<file path="src/rtl/keyboard_pkg.sv">
// Shared constants, state encoding and ASCII decode for the keyboard serial link.
// Both the transmitter and receiver sides import this package.
package keyboard_pkg;

    localparam logic [7:0] ASCII_0 = 8'h30;
    localparam logic [7:0] ASCII_9 = 8'h39;
    localparam logic [7:0] ASCII_U = 8'h75;
    localparam logic [3:0] CODE_U  = 4'hF;

    typedef enum logic [2:0] {
        IDLE  = 3'd0,
        START = 3'd1,
        DATA  = 3'd2,
        STOP  = 3'd3,
        DONE  = 3'd4,
        BREAK = 3'd5
    } rx_state_t;

    // Returns {hit, code}; hit is low for any byte outside the table.
    function automatic logic [4:0] ascii_to_code(input logic [7:0] ch);
        logic [4:0] result;
        result = 5'h00;
        if ((ch >= ASCII_0) && (ch <= ASCII_9)) begin
            result = {1'b1, ch[3:0]};
        end else if (ch == ASCII_U) begin
            result = {1'b1, CODE_U};
        end else begin
            result = 5'h00;
        end
        return result;
    endfunction

endpackage

</file>
<file path="src/rtl/keyboard_rx_if.sv">
// Serial line in, decoded switch code and strobes out.
// The master side drives the line; the slave side is the receiver.
interface keyboard_rx_if;
    logic       rx;
    logic [3:0] code;
    logic       code_valid;
    logic       unknown;
    logic       frame_err;

    modport master (output rx, input code, code_valid, unknown, frame_err);
    modport slave  (input rx, output code, code_valid, unknown, frame_err);
endinterface

</file>
<file path="src/rtl/keyboard_rx_cereal_rx.sv">
// 8N1 UART deserialiser: input synchroniser, bit-timing FSM and shift register.
// byte_valid is a combinational strobe on the good stop sample so the decoded code can register on the same edge.
module cereal_rx
    import keyboard_pkg::*;
#(
    parameter int CLKS_PER_BIT = 868,
    parameter int SYNC_STAGES  = 2
) (
    input  logic       sysclk,
    input  logic       rst,
    input  logic       rx,
    output logic [7:0] rx_byte,
    output logic       byte_valid,
    output logic       frame_err
);

    localparam int CNT_W = $clog2(CLKS_PER_BIT);
    localparam logic [CNT_W-1:0] BAUD_MAX  = CNT_W'(CLKS_PER_BIT - 1);
    localparam logic [CNT_W-1:0] BAUD_HALF = CNT_W'(CLKS_PER_BIT / 2);
    localparam logic [CNT_W-1:0] BAUD_ONE  = CNT_W'(1);

    logic [SYNC_STAGES-1:0] sync_r;
    logic                   rxs_s;
    rx_state_t              state_r;
    logic [CNT_W-1:0]       baud_cnt_r;
    logic [2:0]             bit_cnt_r;
    logic [7:0]             shift_r;
    logic                   frame_err_r;

    assign rxs_s      = sync_r[SYNC_STAGES-1];
    assign rx_byte    = shift_r;
    assign frame_err  = frame_err_r;
    assign byte_valid = (state_r == STOP) && (baud_cnt_r == BAUD_MAX) && rxs_s;

    // Synchroniser, frame FSM, baud/bit counters and data shift register.
    always_ff @(posedge sysclk) begin
        if (rst) begin
            sync_r      <= '1;
            state_r     <= IDLE;
            baud_cnt_r  <= '0;
            bit_cnt_r   <= 3'd0;
            shift_r     <= 8'h00;
            frame_err_r <= 1'b0;
        end else begin
            sync_r      <= {sync_r[SYNC_STAGES-2:0], rx};
            frame_err_r <= 1'b0;
            case (state_r)
                IDLE: begin
                    baud_cnt_r <= '0;
                    if (!rxs_s) begin
                        bit_cnt_r <= 3'd0;
                        state_r   <= START;
                    end
                end
                START: begin
                    if (baud_cnt_r == BAUD_HALF) begin
                        baud_cnt_r <= '0;
                        // A start bit that is gone by mid-bit was a glitch.
                        state_r    <= rxs_s ? IDLE : DATA;
                    end else begin
                        baud_cnt_r <= baud_cnt_r + BAUD_ONE;
                    end
                end
                DATA: begin
                    if (baud_cnt_r == BAUD_MAX) begin
                        baud_cnt_r <= '0;
                        shift_r    <= {rxs_s, shift_r[7:1]};
                        if (bit_cnt_r == 3'd7) begin
                            bit_cnt_r <= 3'd0;
                            state_r   <= STOP;
                        end else begin
                            bit_cnt_r <= bit_cnt_r + 3'd1;
                        end
                    end else begin
                        baud_cnt_r <= baud_cnt_r + BAUD_ONE;
                    end
                end
                STOP: begin
                    if (baud_cnt_r == BAUD_MAX) begin
                        baud_cnt_r <= '0;
                        if (rxs_s) begin
                            state_r <= DONE;
                        end else begin
                            frame_err_r <= 1'b1;
                            state_r     <= BREAK;
                        end
                    end else begin
                        baud_cnt_r <= baud_cnt_r + BAUD_ONE;
                    end
                end
                DONE: begin
                    state_r <= IDLE;
                end
                BREAK: begin
                    // Hold here until the line recovers so a stuck-low line reports once.
                    if (rxs_s) begin
                        state_r <= IDLE;
                    end
                end
                default: begin
                    state_r <= IDLE;
                end
            endcase
        end
    end

endmodule

</file>
<file path="src/rtl/keyboard_rx.sv">
// Keyboard link receiver: deserialises frames and decodes ASCII back to 4-bit switch codes.
// code holds the last good decode; code_valid/unknown/frame_err are single-cycle strobes.
module keyboard_rx
    import keyboard_pkg::*;
#(
    parameter int CLKS_PER_BIT = 868,
    parameter int SYNC_STAGES  = 2
) (
    input  logic          sysclk,
    input  logic          rst,
    keyboard_rx_if.slave  bus
);

    logic [7:0] rx_byte_s;
    logic       byte_valid_s;
    logic       frame_err_s;
    logic [4:0] dec_s;
    logic [3:0] code_r;
    logic       code_valid_r;
    logic       unknown_r;

    cereal_rx #(
        .CLKS_PER_BIT (CLKS_PER_BIT),
        .SYNC_STAGES  (SYNC_STAGES)
    ) u_cereal_rx (
        .sysclk     (sysclk),
        .rst        (rst),
        .rx         (bus.rx),
        .rx_byte    (rx_byte_s),
        .byte_valid (byte_valid_s),
        .frame_err  (frame_err_s)
    );

    assign dec_s = ascii_to_code(rx_byte_s);

    // Register the decoded code and its strobes on the good stop sample.
    always_ff @(posedge sysclk) begin
        if (rst) begin
            code_r       <= 4'h0;
            code_valid_r <= 1'b0;
            unknown_r    <= 1'b0;
        end else begin
            code_valid_r <= 1'b0;
            unknown_r    <= 1'b0;
            if (byte_valid_s) begin
                if (dec_s[4]) begin
                    code_r       <= dec_s[3:0];
                    code_valid_r <= 1'b1;
                end else begin
                    unknown_r <= 1'b1;
                end
            end
        end
    end

    assign bus.code       = code_r;
    assign bus.code_valid = code_valid_r;
    assign bus.unknown    = unknown_r;
    assign bus.frame_err  = frame_err_s;

endmodule
</file>
<file path="src/flat_wrapper.sv">
// flat-port wrapper written by rule: the top's interface ports become plain ports
module keyboard_rx_flat import keyboard_pkg::*;
#(
    parameter int CLKS_PER_BIT = 868,
    parameter int SYNC_STAGES  = 2
)
  (sysclk, rst, bus_rx, bus_code, bus_code_valid, bus_unknown, bus_frame_err);
  keyboard_rx_if bus_i ();
  input  logic sysclk;
  input  logic rst;
  input wire logic [$bits(bus_i.rx)-1:0] bus_rx;
  output wire logic [$bits(bus_i.code)-1:0] bus_code;
  output wire logic [$bits(bus_i.code_valid)-1:0] bus_code_valid;
  output wire logic [$bits(bus_i.unknown)-1:0] bus_unknown;
  output wire logic [$bits(bus_i.frame_err)-1:0] bus_frame_err;
  assign bus_i.rx = bus_rx;
  assign bus_code = bus_i.code;
  assign bus_code_valid = bus_i.code_valid;
  assign bus_unknown = bus_i.unknown;
  assign bus_frame_err = bus_i.frame_err;
  keyboard_rx #(.CLKS_PER_BIT(CLKS_PER_BIT), .SYNC_STAGES(SYNC_STAGES)) u_core (.sysclk(sysclk), .rst(rst), .bus(bus_i));
endmodule
</file>
<file path="config.mk">
export PLATFORM = sky130hd
export DESIGN_NAME = keyboard_rx_flat
export DESIGN_NICKNAME = d
export VERILOG_FILES = /design/src/rtl/keyboard_pkg.sv /design/src/rtl/keyboard_rx_if.sv /design/src/rtl/keyboard_rx_cereal_rx.sv /design/src/rtl/keyboard_rx.sv /design/src/flat_wrapper.sv
export SDC_FILE = /design/constraint.sdc
export NUM_CORES = 1
export LEC_CHECK = 0
export ABC_CLOCK_PERIOD_IN_PS = 3700
export CAP_MARGIN = 20
export CORE_ASPECT_RATIO = 1.25
export CORE_MARGIN = 3
export CORE_UTILIZATION = 45
export CTS_CLUSTER_DIAMETER = 80
export DETAILED_ROUTE_END_ITERATION = 10
export PLACE_DENSITY_LB_ADDON = 0.05
export SLEW_MARGIN = 20
export SYNTH_ARGS = -nofsm -noshare
export SYNTH_HDL_FRONTEND = slang
export SYNTH_SLANG_ARGS = --single-unit
</file>
<file path="constraint.sdc">
create_clock -name sysclk -period 3.7 [get_ports sysclk]
set_input_delay 0.74 -clock sysclk [delete_from_list [all_inputs] [get_ports sysclk]]
set_output_delay 0.74 -clock sysclk [all_outputs]
set_load 0.1 [all_outputs]
</file>
---- Word level (Yosys, flattened, before mapping) ----
Index checks and enable logic that the tools add are counted.
word-level totals
  bits in registers ....................... 33
  bits in latches ......................... 0
  memory bits (writable) .................. 0
  bits in read-only memories .............. 0
  bits of input ports ..................... 3
  memories kept ........................... 0
cells by class
  add/subtract/negate cells ............... 2
  multiply operators ...................... 0
  div/mod/pow operators ................... 0
  order comparisons ....................... 2
  equal/unequal tests ..................... 14
  shifts and indexed selects .............. 0
  muxes and demuxes ....................... 21
  bitwise logic cells ..................... 3
  reduce and logical (&&, ||, !) cells .... 13
operators with widths
  cell                     number
  $pmux W10 S3             1
  $mux W3                  9
  $mux W10                 2
  $pmux W3 S5              1
  $add A10 B1 Y10 const B  1
  $eq A10 B10 Y1 const B   1
  $eq A10 B9 Y1 const B    1
  $mux W5                  2
  $ne A2 B2 Y1 const B     5
  $eq A8 B7 Y1 const B     1
  $ge A8 B6 Y1 const B     1
  $le A8 B6 Y1 const B     1
  $eq A3 B2 Y1 const B     2
  $eq A3 B3 Y1 const B     2
  $pmux W3 S2              1
  $reduce_and A6 Y1        1
  $mux W1                  4
  $reduce_and A2 Y1        2
  $reduce_or A2 Y1         2
  $add A3 B1 Y3 const B    1
  $eq A3 B1 Y1 const B     1
  $logic_and A1 B1 Y1      3
  $logic_not A3 Y1         1
  $not A1 Y1               3
  other kinds (6)          6

---- Depth between registers and ports, before layout ----
Gate-level depths: netlist (run 1).
  depth after elaboration ................. 5
  mapped depth ............................ 7
  depth with buffers taken out ............ 6

---- Cells and area by module ----
Synthesis (run 1) repeated with hierarchy kept, for this count alone.
unflattened totals
  cell total of the unflattened synthesis .. 195
  area, all modules ....................... 1719.1 um^2
modules (own cells, without submodules)
  module       instances  cells each  area an instance (um^2)
  cereal_rx    1          165         1455.1
  keyboard_rx  1          30          264.0

---- Worst setup path before layout (run 1) ----
OpenSTA, ideal clock, no wires.
  kind .................................... register to register
  start ................................... register u_core.u_cereal_rx.baud_cnt_r[3]
  end ..................................... register u_core.u_cereal_rx.bit_cnt_r[0]
  library setup time ...................... 67 ps
  arrival ................................. 1733 ps
  data required time ...................... 3633 ps
  path slack .............................. 1900 ps
  stages on the path, launching flop included .. 6
  path buffers ............................ 0
  clock period less this slack ............ 1800 ps
  cells stage by stage .................... dfxtp_1 > and4bb_4 > nand3_2 > a2111o_1 > or3b_1 > a21oi_2
between the ends
  longest elaborated chain between the ends .. 3
RTL lines
  what                                line                         text
  start: declaration                  keyboard_rx_cereal_rx.sv:25  logic [CNT_W-1:0] baud_cnt_r;
  start signal: assignment            keyboard_rx_cereal_rx.sv:61  baud_cnt_r <= baud_cnt_r + BAUD_ONE;
  start signal: assignment            keyboard_rx_cereal_rx.sv:75  baud_cnt_r <= baud_cnt_r + BAUD_ONE;
  start signal: assignment            keyboard_rx_cereal_rx.sv:88  baud_cnt_r <= baud_cnt_r + BAUD_ONE;
  $eq A10 B10 Y1                      keyboard_rx_cereal_rx.sv:65  if (baud_cnt_r == BAUD_MAX) begin
  $ne A2 B2 Y1 (no source line)       n/a
  $reduce_and A3 Y1 (no source line)  n/a
  end signal: assignment              keyboard_rx_cereal_rx.sv:72  bit_cnt_r <= bit_cnt_r + 3'd1;
  end: declaration                    keyboard_rx_cereal_rx.sv:26  logic [2:0] bit_cnt_r;
No other way between the ends.
A chain may end at the register's enable or synchronous reset.

---- Worst setup path in the final report (run 1) ----
  start ................................... register u_core.code_r[3] (netlist: u_core.bus.code[3])
  end ..................................... output port bus_code[3]
RTL lines
  what                      line                text
  start: declaration        keyboard_rx.sv:18   logic [3:0] code_r;
  start signal: assignment  keyboard_rx.sv:47   code_r <= dec_s[3:0];
  end: declaration          flat_wrapper.sv:12  output wire logic [$bits(bus_i.code)-1:0] bus_code;
No word-level cell between the ends.

==> key figures, run 1 <==
Timing
  • Worst slew pin tran: 986 ps
  • Fin crit share: 0.675
  • Final min period: 2500 ps
  • Slew HR: 0.341
  • RSZ-0062 raised after global routing: no
  • Worst Clk Skew: 3.54 ps
  • Final hold vios: 0
  • Final setup violating endpoints: 0
  • Setup TNS: 0 ps
  • F_max: approximately 400 MHz
  • Pins over their slew limit: 0

Setup path
  • Worst r2r src: u_core.u_cereal_rx.baud_cnt_r[5]
  • Crit. Startpoint: u_core.bus.code[3]
  • Crit path launch type: flop
  • Slowest CP cell: clkdlybuf4s50_1
  • CP Max Fanout: 2
  • Crit. path cell count: 1
  • Critical path endpoint category: primary output
  • Setup CP Type: reg2out
  • CP max stage delay: roughly 1200 ps
  • Reg2Reg Depth: 5
  • CP required: 2960 ps
  • CP Buf/Inv Count: 1
  • Critical path, cell by cell: clkdlybuf4s50_1
  • CP top delay family: buffers and inverters
  • WP data arrival: 1760 ps

Finish
  • Area delta synth->final: 13.2%
  • Layout cells sized above 1: 0.102
  • N_diodes: 0
  • Non-filler cells, final: approximately 230
  • Nets@finish: 203
  • Most frequent cells in the layout: dfxtp_1, nand2_1, nor2_1, a21oi_1, clkdlybuf4s50_1
  • Most common cell after layout, fill and taps aside: dfxtp_1
  • Filler cell count: 311

Logic synthesis
  • Synth Instances: 185
  • Post-Synthesis Cell Area: 1590 um^2
  • Post-synth EDFFs: 0
  • Syn_nets: 192
  • Synth warnings: 0
  • #FFs+latches synth: 33
  • Mean Syn Cell Area: 8.62 um^2
  • Top_reg_cell synth: dfxtp_1
  • FFs w/ async S/R, synth: 0
  • Synth cell types: 46
  • Part of the Yosys area used for sequential elements: 0.414

Die
  • DIE AREA: 4300 um^2
  • I/O pins: 10
  • Starting density of the core: 0.482
  • Die Y-Extent: 72.5 um
  • Rows: 23
  • Die Wd: 59.2 um
  • Core Region: 3310 um^2

Clock tree
  • Max Buffers Root-to-Sink: 2
  • H-tree depth: 2
  • CTS root buf: clkbuf_8
  • TritonCTS buffer count: 5
  • PostCTS Resize Cnt: 0
  • CTS clk-pin slew, worst paths: 60 ps
  • CTS Hold Bufs: 0
  • TritonCTS clock tree: yes
  • Post-CTS Setup Bufs: 0
  • Worst-Skew Late Latency: 280 ps
  • Clk sink count: 33

Power
  • Clock share of power: 0.327
  • Net switching power: 0.000220 W
  • Share of power burned in registers: 0.491
  • Comb pwr share: 0.182
  • Cell Pwr Density: 449 nW/um^2
  • Standby leakage power: 0.694 nW
  • Internal power: 0.000589 W
  • Worst vdd ir: 0.000310 V
  • Sw Share: 0.272

Hold path
  • Worst min-delay path class: reg2reg
  • Hold path cells: 1
  • Hold Crit Start: u_core.u_cereal_rx.sync_r[0]

GRT
  • Initial antenna violation count: 0
  • First-pass GRT wire length: around 5.5 mm
  • Largest net degree at the start of global routing: 20
  • GRT Residual Overflow: 0
  • Vias in the first global route: 1304
  • Total track usage: 0.165

Routing
  • Drt initial violations: 52
  • Vias: 1311
  • Vias per inst: 5.63
  • 1st-pass router iterations: 4
  • Drt total wl: 3.07 mm
  • Post-route antenna net violation count: 0
  • Routed wire per std cell: ~13 um
  • DRC: 0

Placed design
  • Hpwl dp: between 2 and 2.5 mm
  • Cell total after placement: roughly 230
  • I/O Buffers: 9
  • Gp weighted congestion: between 0.8 and 0.9

Run
  • Max-cap violations: 0

Outcome
  • Outcome: finished, final reports clean
metal layers:
metal  share of wire  wire (um)  track usage  vias to the layer above
met1            0.45       1400        0.195                      610
met2            0.49       1520        0.267                       16
li1                -          -            -                      677
met5               0          0            0                        -
met3           0.030         93       0.0480                        8
met4           0.021         65       0.0831                        0
per-stage QoR:
| stage | setup WS, ps | total power, W | cell area [um^2] | hold slack (ps) | util |
|---|---|---|---|---|---|
| 3_3_place_gp | 1320 | 0.000549 | 1720 | 396 | 0.519 |
| 5_1_grt | 1160 | 0.000860 | 1800 | 432 | 0.545 |
| 6_report | 1200 | 0.000810 | 1800 | 406 | 0.545 |
| 3_5_place_dp | 1270 | 0.000554 | 1720 | 393 | 0.519 |
| 2_1_floorplan | 1900 | 0.000518 | 1590 | 389 | - |
| 4_1_cts | 1190 | 0.000822 | 1800 | 408 | 0.545 |
area by class of cell:
class / count / area, um^2 / share of cell area
clock buffer: 7 / 86.3 / 0.0479
timing repair buffer: 11 / 105 / 0.0583
sequential: 33 / 661 / 0.366
multi-input combinational: 140 / 887 / 0.492
inverter: 5 / 18.8 / 0.0104
tap: 37 / 46.3 / 0.0257
flip-flops by register name, indices dropped and copies added, names as in the netlist:
name,count
u_core.u_cereal_rx.baud_cnt_r,10
u_core.u_cereal_rx.frame_err,1
u_core.u_cereal_rx.rx_byte,8
u_core.u_cereal_rx.sync_r,2
u_core.bus.code_valid,1
u_core.bus.code,4
u_core.u_cereal_rx.state_r,3
u_core.u_cereal_rx.bit_cnt_r,3
u_core.bus.unknown,1
synth_stat cells (3+ instances only):
cell type	count	area, um^2
dfxtp_1	33	661
nand2_1	25	93.8
nor2_1	16	60.1
a21oi_1	14	70.1
and3_1	7	43.8
nor3_1	7	35.0
clkbuf_1	6	22.5
inv_1	5	18.8
nor2b_1	5	31.3
a22o_1	4	35.0
ha_1	4	50.1
nand2b_1	4	25.0
nand3b_1	4	30.0
mux2i_1	3	30.0
nand3_1	3	15.0
nor3b_1	3	22.5
o21a_1	3	22.5
o21ba_2	3	30.0
or2_2	3	18.8
xor2_1	3	26.3
power groups by stage:
stage	combinational (W)	sequential [W]	clock (W)
finish	0.000147	0.000398	0.000265
global route	0.000169	0.000402	0.000289
CTS	0.000149	0.000397	0.000275
detailed placement	0.000148	0.000406	0
global placement	0.000144	0.000405	0
floorplan	0.000120	0.000399	0
final timing paths:
kind,to,slack (ps)
hold reg to reg,u_core.u_cereal_rx.sync_r[1],410
setup / recovery,bus_code[3],1200
setup reg to reg,u_core.u_cereal_rx.bit_cnt_r[0],1720
hold / removal,u_core.u_cereal_rx.sync_r[1],410
logic make-up (layout without fill, tap and decap cells):
kind of cell,count (synthesis),in the layout,synth area share
adders and majority gates,4,4,0.0314
muxes,5,5,0.0330
AOI/OAI and AO/OA,38,38,0.168
DFF,33,33,0.414
and+or+nand+nor,90,90,0.308
xor gates and xnor gates,3,3,0.0165
buffers and inverters,12,23,0.0290
No activity file was read; power rests on OpenSTA's default activity.
==> run 2: changes to the inputs <==
--- a/config.mk
+++ b/config.mk
@@ -5,7 +5,7 @@
 export SDC_FILE = /design/constraint.sdc
 export NUM_CORES = 1
 export LEC_CHECK = 0
-export ABC_CLOCK_PERIOD_IN_PS = 3700
+export ABC_CLOCK_PERIOD_IN_PS = 2540
 export CAP_MARGIN = 20
 export CORE_ASPECT_RATIO = 1.25
 export CORE_MARGIN = 3
==> constraint.sdc (replaced) <==
create_clock -name sysclk -period 2.54 [get_ports sysclk]
set_input_delay 0.508 -clock sysclk [delete_from_list [all_inputs] [get_ports sysclk]]
set_output_delay 0.508 -clock sysclk [all_outputs]
set_load 0.1 [all_outputs]
==> run 2 against run 1 <==
  * Utilization rose by 0.15 points
  * Global-route usage is 0.32 points higher
  * Critical path type is now reg2reg
  * Worst hold slack better by 3.8 ps
  * Largest power group unchanged
==> key figures, run 2 (synthesis gave the netlist of run 1 again) <==
Timing
  • Final hold slack: 410 ps (+3.76 ps)
  • Final setup violating endpoints: 0 (unchanged)
  • Setup TNS: 0 ps (unchanged)
  • Worst slew pin tran: 443 ps (-543 ps)
  • Slew HR: 0.703 (+0.362)
  • Worst Clk Skew: 5.36 ps (+1.81 ps)
  • F_max: approximately 500 MHz
  • Final hold vios: 0 (unchanged)
  • Pins over their slew limit: 0 (unchanged)
  • Final min period: 1960 ps
  • RSZ-0062 raised after global routing: no
  • Fin crit share: 0.770

Routing
  • Vias per inst: 5.63 (about the same)
  • Routed wire per std cell: 13.0 um (-1.6%)
  • DRC: 0 (unchanged)
  • Drt initial violations: 76 (+46%)
  • Drt total wl: 3.05 mm (-0.78%)
  • 1st-pass router iterations: 4 (unchanged)
  • Vias: 1322 (+0.84%)
  • Post-route antenna net violation count: 0 (unchanged)

Finish
  • N_diodes: 0 (unchanged)
  • Most common cell after layout, fill and taps aside: dfxtp_1
  • Most frequent cells in the layout: dfxtp_1, nand2_1, nor2_1, a21oi_1, buf_4
  • Max FFs per register: 10 (unchanged)
  • Filler cell count: 311 (unchanged)
  • Largest register by flop count: u_core.u_cereal_rx.baud_cnt_r
  • Layout cells sized above 1: 0.152 (+0.0495)
  • Multi-input logic area: 887 um^2 (unchanged)
  • Sequential Area: 661 um^2 (unchanged)
  • Nets@finish: 204 (+0.49%)
  • Area delta synth->final: 13.5%

Setup path
  • Slowest CP cell: a2111o_1
  • Critical path, cell by cell: and4bb_1, nand3_2, a2111o_1, or3b_1, a21oi_2
  • WP data arrival: 2170 ps (+410 ps)
  • Crit path launch type: flop
  • Setup CP Type: reg2reg
  • CP required: 2760 ps (-200 ps)
  • CP Max Fanout: 9 (+7)
  • Critical path endpoint category: flop
  • Flop2flop setup slack: 580 ps (-1140 ps)
  • CP max stage delay: 520 ps (-630 ps)

Placed design
  • I/O Buffers: 9 (unchanged)
  • Gp weighted congestion: 0.892 (+6.2%)
  • Hpwl dp: 2.28 mm (-0.42%)

Hold path
  • Worst min-delay path class: reg2reg

Clock tree
  • PostCTS Resize Cnt: 0 (unchanged)
  • TritonCTS buffer count: 5 (unchanged)
  • Max Buffers Root-to-Sink: 2 (unchanged)
  • CTS clk-pin slew, worst paths: 70 ps (about the same)
  • CTS Hold Bufs: 0 (unchanged)
  • Post-CTS Setup Bufs: 0 (unchanged)
  • Clk sink count: 33 (unchanged)
  • H-tree depth: 2 (unchanged)
  • Worst-Skew Late Latency: 280 ps (about the same)
  • TritonCTS clock tree: yes
  • CTS root buf: clkbuf_8

Power
  • Standby leakage power: 0.724 nW (+4.2%)
  • Pwr Total: 0.00122 W (+51%)
  • Worst vdd ir: 0.000417 V (+35%)
  • Cell Pwr Density: 675 nW/um^2 (+50%)

Outcome
  • Outcome: finished, final reports clean

Die
  • I/O pins: 10 (unchanged)
  • Starting density of the core: 0.482 (unchanged)
  • Rows: 23 (unchanged)
  • Die Wd: 59.2 um (unchanged)
  • DIE AREA: 4300 um^2 (unchanged)
  • Die Y-Extent: 72.5 um (unchanged)
  • Core Region: 3310 um^2 (unchanged)

GRT
  • Largest net degree at the start of global routing: 25 (+25%)
  • Vias in the first global route: 1310 (+0.46%)
  • Total track usage: 0.168 (+0.00318)
  • Initial antenna violation count: 0 (unchanged)
  • First-pass GRT wire length: 5.58 mm (+0.63%)
  • GRT Residual Overflow: 0 (unchanged)

Run
  • Max-cap violations: 0 (unchanged)
==> run 2: changes by cell type in the layout (fill, tap and decap cells not counted), sizes merged <==
cell	change
clkinv	+1
clkdlybuf4s50	-7
buf	+8
==> run 2: where the power goes <==
group / internal [W] / switching (W) / total (W)
logic: 0.0000993 / 0.000116 / 0.000215
clock network: 0.000245 / 0.000182 / 0.000427
registers: 0.000545 / 0.0000346 / 0.000580
==> run 2: layer usage <==
| layer | track usage | part of all wire | wire (um) |
|---|---|---|---|
| met4 | 0.0781 | 0.023 | 71 |
| met5 | 0 | 0 | 0 |
| met2 | 0.282 | 0.49 | 1500 |
| met3 | 0.0480 | 0.032 | 98 |
| met1 | 0.193 | 0.45 | 1380 |
==> run 2: path summary, 6_finish.rpt <==
kind / startpoint / end / cells after the start
max: u_core.u_cereal_rx.baud_cnt_r[6] / u_core.u_cereal_rx.bit_cnt_r[0] / 5
min: u_core.u_cereal_rx.sync_r[0] / u_core.u_cereal_rx.sync_r[1] / 1
min reg2reg: u_core.u_cereal_rx.sync_r[0] / u_core.u_cereal_rx.sync_r[1] / 1
max reg2reg: u_core.u_cereal_rx.baud_cnt_r[6] / u_core.u_cereal_rx.bit_cnt_r[0] / 5
==> run 2: area by class of cell <==
cell class                      instances  share of cell area
Clock buffer                            7              0.0533
Clock inverter                          1             0.00277
Inverter                                5              0.0104
Multi-Input combinational cell        140               0.490
Sequential cell                        33               0.365
Tap cell                               37              0.0256
Timing Repair Buffer                   12              0.0526
==> run 2: worst max-delay path: cells and delay by family, from the launching register on <==
family / cells / cell delay [ps]
flip-flops: 1 / 460
AND/OR/NAND/NOR: 3 / 780
AO/OA/AOI/OAI: 2 / 650
==> run 2: per-stage QoR <==
step | setup slack (ps) | std cells | cell area, um^2 | util
6_report | 585 | 235 | 1810 | 0.547
3_3_place_gp | 645 | 227 | 1710 | 0.516
5_1_grt | 470 | 235 | 1810 | 0.547
3_5_place_dp | 603 | 227 | 1710 | 0.516
4_1_cts | 563 | 235 | 1810 | 0.547
2_1_floorplan | 740 | 185 | 1590 | -
